==> src/rtl/serial_arith_pkg.sv <==
// Shared types and constants for the bit-serial arithmetic blocks.
// Holds the controller state encoding and the default operand width.
package serial_arith_pkg;

   localparam int DEFAULT_WIDTH = 8;

   typedef enum logic [1:0] {
      IDLE = 2'd0,
      RUN  = 2'd1,
      DONE = 2'd2
   } state_t;

   // Bit counter must be able to hold every value 0..w.
   function automatic int cnt_width(input int w);
      return $clog2(w) + 1;
   endfunction

endpackage

==> src/rtl/full_subtractor_cell.sv <==
// One-bit full subtractor: diff = a ^ b ^ bin, borrow out when a < b + bin.
// Purely combinational; no handshake.
module full_subtractor_cell (
   input  logic a_i,
   input  logic b_i,
   input  logic bin_i,
   output logic diff_o,
   output logic bout_o
);

   assign diff_o = a_i ^ b_i ^ bin_i;
   assign bout_o = (~a_i & b_i) | (~(a_i ^ b_i) & bin_i);

endmodule

==> src/rtl/serial_subtractor.sv <==
// Bit-serial a - b - bin, LSB first; result valid WIDTH+1 edges after accept, held until out_ready_i.
// Optional signed-overflow output ovf_o when SERIAL_SUB_OVF_EN is defined.
module serial_subtractor
   import serial_arith_pkg::*;
#(
   parameter int WIDTH = DEFAULT_WIDTH
) (
   input  logic             clk_i,
   input  logic             rst_i,
   input  logic             in_valid_i,
   output logic             in_ready_o,
   input  logic [WIDTH-1:0] a_i,
   input  logic [WIDTH-1:0] b_i,
   input  logic             bin_i,
   output logic             out_valid_o,
   input  logic             out_ready_i,
   output logic [WIDTH-1:0] diff_o,
`ifdef SERIAL_SUB_OVF_EN
   output logic             bout_o,
   output logic             ovf_o
`else
   output logic             bout_o
`endif
);

   localparam int CW = cnt_width(WIDTH);

   state_t           state;
   state_t           state_nxt;
   logic [WIDTH-1:0] ad_sr;
   logic [WIDTH-1:0] b_sr;
   logic             br;
   logic             br_nxt;
   logic             d;
   logic [CW-1:0]    cnt;
   logic             last_bit;

   assign last_bit = (cnt == CW'(WIDTH - 1));

   full_subtractor_cell u_cell (
      .a_i    (ad_sr[0]),
      .b_i    (b_sr[0]),
      .bin_i  (br),
      .diff_o (d),
      .bout_o (br_nxt)
   );

   always_ff @(posedge clk_i) begin
      if (rst_i) begin
         state <= IDLE;
      end else begin
         state <= state_nxt;
      end
   end

   // Ready depends on state only, so out_ready_i never reaches in_ready_o.
   always_comb begin
      state_nxt   = state;
      in_ready_o  = 1'b0;
      out_valid_o = 1'b0;
      case (state)
         IDLE: begin
            in_ready_o = 1'b1;
            if (in_valid_i) begin
               state_nxt = RUN;
            end
         end
         RUN: begin
            if (last_bit) begin
               state_nxt = DONE;
            end
         end
         DONE: begin
            out_valid_o = 1'b1;
            if (out_ready_i) begin
               state_nxt = IDLE;
            end
         end
         default: state_nxt = IDLE;
      endcase
   end

   // The minuend register doubles as the difference shift register: each
   // consumed a bit leaves the LSB while the new difference bit enters the MSB.
   always_ff @(posedge clk_i) begin
      if (rst_i) begin
         ad_sr  <= '0;
         b_sr   <= '0;
         br     <= 1'b0;
         cnt    <= '0;
         diff_o <= '0;
         bout_o <= 1'b0;
`ifdef SERIAL_SUB_OVF_EN
         ovf_o  <= 1'b0;
`endif
      end else begin
         case (state)
            IDLE: begin
               if (in_valid_i) begin
                  ad_sr <= a_i;
                  b_sr  <= b_i;
                  br    <= bin_i;
                  cnt   <= '0;
               end
            end
            RUN: begin
               ad_sr <= {d, ad_sr[WIDTH-1:1]};
               b_sr  <= {1'b0, b_sr[WIDTH-1:1]};
               br    <= br_nxt;
               cnt   <= cnt + 1'b1;
               if (last_bit) begin
                  diff_o <= {d, ad_sr[WIDTH-1:1]};
                  bout_o <= br_nxt;
`ifdef SERIAL_SUB_OVF_EN
                  ovf_o  <= br ^ br_nxt;
`endif
               end
            end
            default: begin
            end
         endcase
      end
   end

endmodule

==> config.mk <==
export PLATFORM = sky130hd
export DESIGN_NAME = serial_subtractor
export DESIGN_NICKNAME = d
export VERILOG_FILES = /design/src/rtl/serial_arith_pkg.sv /design/src/rtl/full_subtractor_cell.sv /design/src/rtl/serial_subtractor.sv
export SDC_FILE = /design/constraint.sdc
export NUM_CORES = 1
export LEC_CHECK = 0
export CAP_MARGIN = 15
export CORE_MARGIN = 5
export CORE_UTILIZATION = 55
export CTS_BUF_LIST = sky130_fd_sc_hd__clkbuf_2
export DETAILED_ROUTE_END_ITERATION = 6
export GPL_ROUTABILITY_DRIVEN = 0
export PLACE_DENSITY_LB_ADDON = 0.2
export RECOVER_POWER = 25
export SLEW_MARGIN = 20
export SYNTH_ARGS = -nofsm -noshare
export SYNTH_HDL_FRONTEND = slang
export SYNTH_SLANG_ARGS = --single-unit
==> constraint.sdc <==
create_clock -name clk_i -period 2.1 [get_ports clk_i]
set_input_delay 0.42 -clock clk_i [delete_from_list [all_inputs] [get_ports clk_i]]
set_output_delay 0.42 -clock clk_i [all_outputs]
set_load 0.02 [all_outputs]
==> metrics <==
fraction of registers with async set/reset=0%; Switching Power=0.311 mW; number of buffers inserted during clock tree synthesis=5; final non-filler cell area=approximately 0.0018 mm2; max cap viols=0; post-layout min period=1.79 ns; RSZ-0062 raised after global routing=false; Die Outline Area=0.00369 mm2; largest clock skew in the final design=0.00984 ns; largest family of logic cells by synthesized area=compound AO/OA/AOI/OAI gates; worst reg2reg path startpoint=state[0]$_SDFFE_PP0P_; mux contribution to synthesized area=0%; floorplan core area=0.00248 mm2; sequential element share of the synthesized area=45.2%; share of the synthesized area in compound gates (AO/OA/AOI/OAI)=between 30% and 40%; later-pin clock latency in the skew report=0.36 ns; Leakage Power=0.632 nW; Yosys warnings=0; tightest slew margin relative to the limit=62.0%; worst voltage drop across the vdd grid=0.459 mV; antenna viol nets, final=0; CP Launch Type=register; R2R Setup Slk=between 0.4 and 0.5 ns; CTS tree=built; Netlist Area Pre-Place=approximately 0.0014 mm2; reg2reg end=ad_sr[4]$_SDFFE_PP0P_; CTS max path bufs=2; routed wire length=3370 um; post-synth net total=185; data arrival time of the critical path=between 1 and 1.5 ns; Achievable Freq=559 MHz; starting density of the core=57.2%; most used flip-flop cell after synthesis=dfxtp_1; post-detailed-route DRC marker count=0; synthesized instance count=162; Antenna Cells=0; number of clock sinks=32; crit path max fanout=8; clock-pin slew on the worst setup and hold paths=0.15 ns; class of the most critical hold timing path=register to register; die height=60.8 um; drt pass-1 iters=4; layout cell share with drive strength beyond 1=under 10%; total routing resource utilization after global routing=20.6%; Critical Path Start=state[1]$_SDFFE_PP0P_; status=complete, no violations; slew at the pin with the worst max-slew slack=0.571 ns; global-route wire length before repair=5660 um; post-synthesis adder-cell area fraction=2.29%; antenna violations before repair=0; Final nets=213; cell area after placement=between 0.0015 and 0.002 mm2; number of DRC markers in iteration 0=55; required time worst endpoint=between 1.5 and 2 ns; routed length per placed instance=15.3 um; Final Hold Fails=0; number of global-route vias before repair=1,245; row count=18; Avg Vias per Cell=5.87; largest net degree at the start of global routing=33; EDFF count, synth=0; number of buffers inserted by port buffering=31; vias post-DR=1,298; Power Density=641 mW/mm2; simple-gate portion of the synthesized area=15.4%; Reg power frac=59.0%; number of H-tree branching levels=2; count of pins over their slew limit=0; x dimension of the die=a little over 60 um; register bit count reported by yosys=32; sum of overflow across all layers after global routing=0; number of cell instances on the worst register-to-register path=4; hpwl dp=2330 um; Clock Tree Root=clkbuf_2; final worst-path cycle share=85.2%; Setup violations, final=0; internal power=about 0.82 mW; Layout area overhead=23.9%; critical path capture point type=output port; final setup TNS=0 ns; switching power share of the total=between 20% and 30%; Comb pwr share=15.6%; number of top-level pins=32; part of the total power dissipated in the clock network=25.5%; Avg Inst Size Synth=8.75 um2; termination of the worst setup path=out_valid_o; count of distinct cell types in the synthesized netlist=30; CP Class=register to output port; Synth Area in XOR/XNOR=0%; post-CTS setup-driven buffer insertion count=0
==> area by class of cell <==
class | count | area, um2
clock buffer | 7 | 35.0
clock inverter | 1 | 3.75
fill | 190 | 721
inverter | 5 | 18.8
multi-input combinational | 112 | 687
sequential | 32 | 641
tap | 30 | 37.5
timing repair buffer | 34 | 334
==> placed cells by master, fill, tap and decap left out, drive strengths merged, types with 2 or more instances in the layout <==
master	instances
o2bb2ai	9
o22ai	6
clkbuf	7
nand3	10
a22oi	2
nor2	28
a21oi	10
o31ai	8
buf	3
nand2b	2
clkdlybuf4s50	29
a221oi	2
inv	5
a211oi	16
nand2	6
dfxtp	32
==> power by group through the flow <==
stage	Clock, mW	Combinational (mW)	Sequential, mW
floorplan	0	0.115	0.670
global placement	0	0.169	0.677
detailed placement	0	0.174	0.678
CTS	0.296	0.175	0.665
global route	0.330	0.194	0.670
finish	0.287	0.175	0.664
==> registers in the layout, indices dropped and copies added (netlist names) <==
signal,flops
ad_sr,8
b_sr,8
bout_o,1
br,1
cnt,4
diff_o,8
state,2
==> critical path, cell delays in order (launching register included) <==
cell and delay (ns):
dfxtp_1 0.45, nor2b_1 0.20, dlygate4sd2_1 0.36
==> metal layers <==
metal	share of wire [%]	GRT usage (%)	vias to the layer above	wire length (um)
li1	-	-	652	-
met1	46	26.6	604	1540
met2	47	32.2	37	1580
met3	6.2	6.38	5	209
met4	1.4	8.05	0	46
met5	0	0	-	0
==> worst min-delay path by stage <==
| stage | startpoint | to | slack (ns) | cells past startpoint |
|---|---|---|---|---|
| finish | diff_o[1]$_SDFFE_PP0P_ | diff_o[1]$_SDFFE_PP0P_ | 0.48 | 2 |
| global route | diff_o[0]$_SDFFE_PP0P_ | diff_o[0]$_SDFFE_PP0P_ | 0.52 | 2 |
| CTS | diff_o[1]$_SDFFE_PP0P_ | diff_o[1]$_SDFFE_PP0P_ | 0.48 | 2 |
| detailed placement | diff_o[3]$_SDFFE_PP0P_ | diff_o[3]$_SDFFE_PP0P_ | 0.46 | 2 |
| global placement | diff_o[7]$_SDFFE_PP0P_ | diff_o[7]$_SDFFE_PP0P_ | 0.46 | 2 |
| floorplan | b_sr[7]$_SDFFE_PP0P_ | b_sr[7]$_SDFFE_PP0P_ | 0.45 | 2 |
==> synthesized netlist by cell type (2+ instances only) <==
library cell,count,area [um2]
a22oi_1,2,15.0
clkbuf_1,6,22.5
a21oi_1,10,50.1
a211oi_1,16,120
nand3_1,10,50.1
o22ai_1,6,37.5
o31ai_1,8,60.1
dfxtp_1,32,641
buf_2,3,15.0
nor2_1,28,105
o2bb2ai_1,9,78.8
inv_1,5,18.8
buf_4,3,22.5
nand2b_1,2,12.5
a221oi_1,2,17.5
nand2_1,6,22.5
==> metrics by stage <==
| stage | hold slack [ns] | setup slack [ns] | std cells | utilization (%) | total power, mW |
|---|---|---|---|---|---|
| 5_1_grt | 0.516 | 0.151 | 221 | 70.9 | 1.19 |
| 3_5_place_dp | 0.463 | 0.362 | 213 | 69.3 | 0.852 |
| 2_1_floorplan | 0.454 | 0.745 | 162 | - | 0.785 |
| 4_1_cts | 0.484 | 0.0985 | 221 | 70.8 | 1.14 |
| 3_3_place_gp | 0.458 | 0.456 | 213 | 69.3 | 0.845 |
| 6_report | 0.478 | 0.311 | 221 | 70.9 | 1.13 |
==> cell families (layout without fill, tap and decap cells) <==
family	count (synthesis)	count (layout)
AO/OA/AOI/OAI	60	60
adder cells (fa/ha/maj)	2	2
buffers and inverters	18	47
flip-flops	32	32
AND/OR/NAND/NOR	50	50
==> repair_timing <==
action / CTS / global route
setup endpoints to repair: 1 / 1
hold endpoints to repair: 0 / 0
resized for setup: 1 / 1
pin swaps: 0 / 0
hold buffers: 0 / 0
No activity file was read; power rests on OpenSTA's default activity.
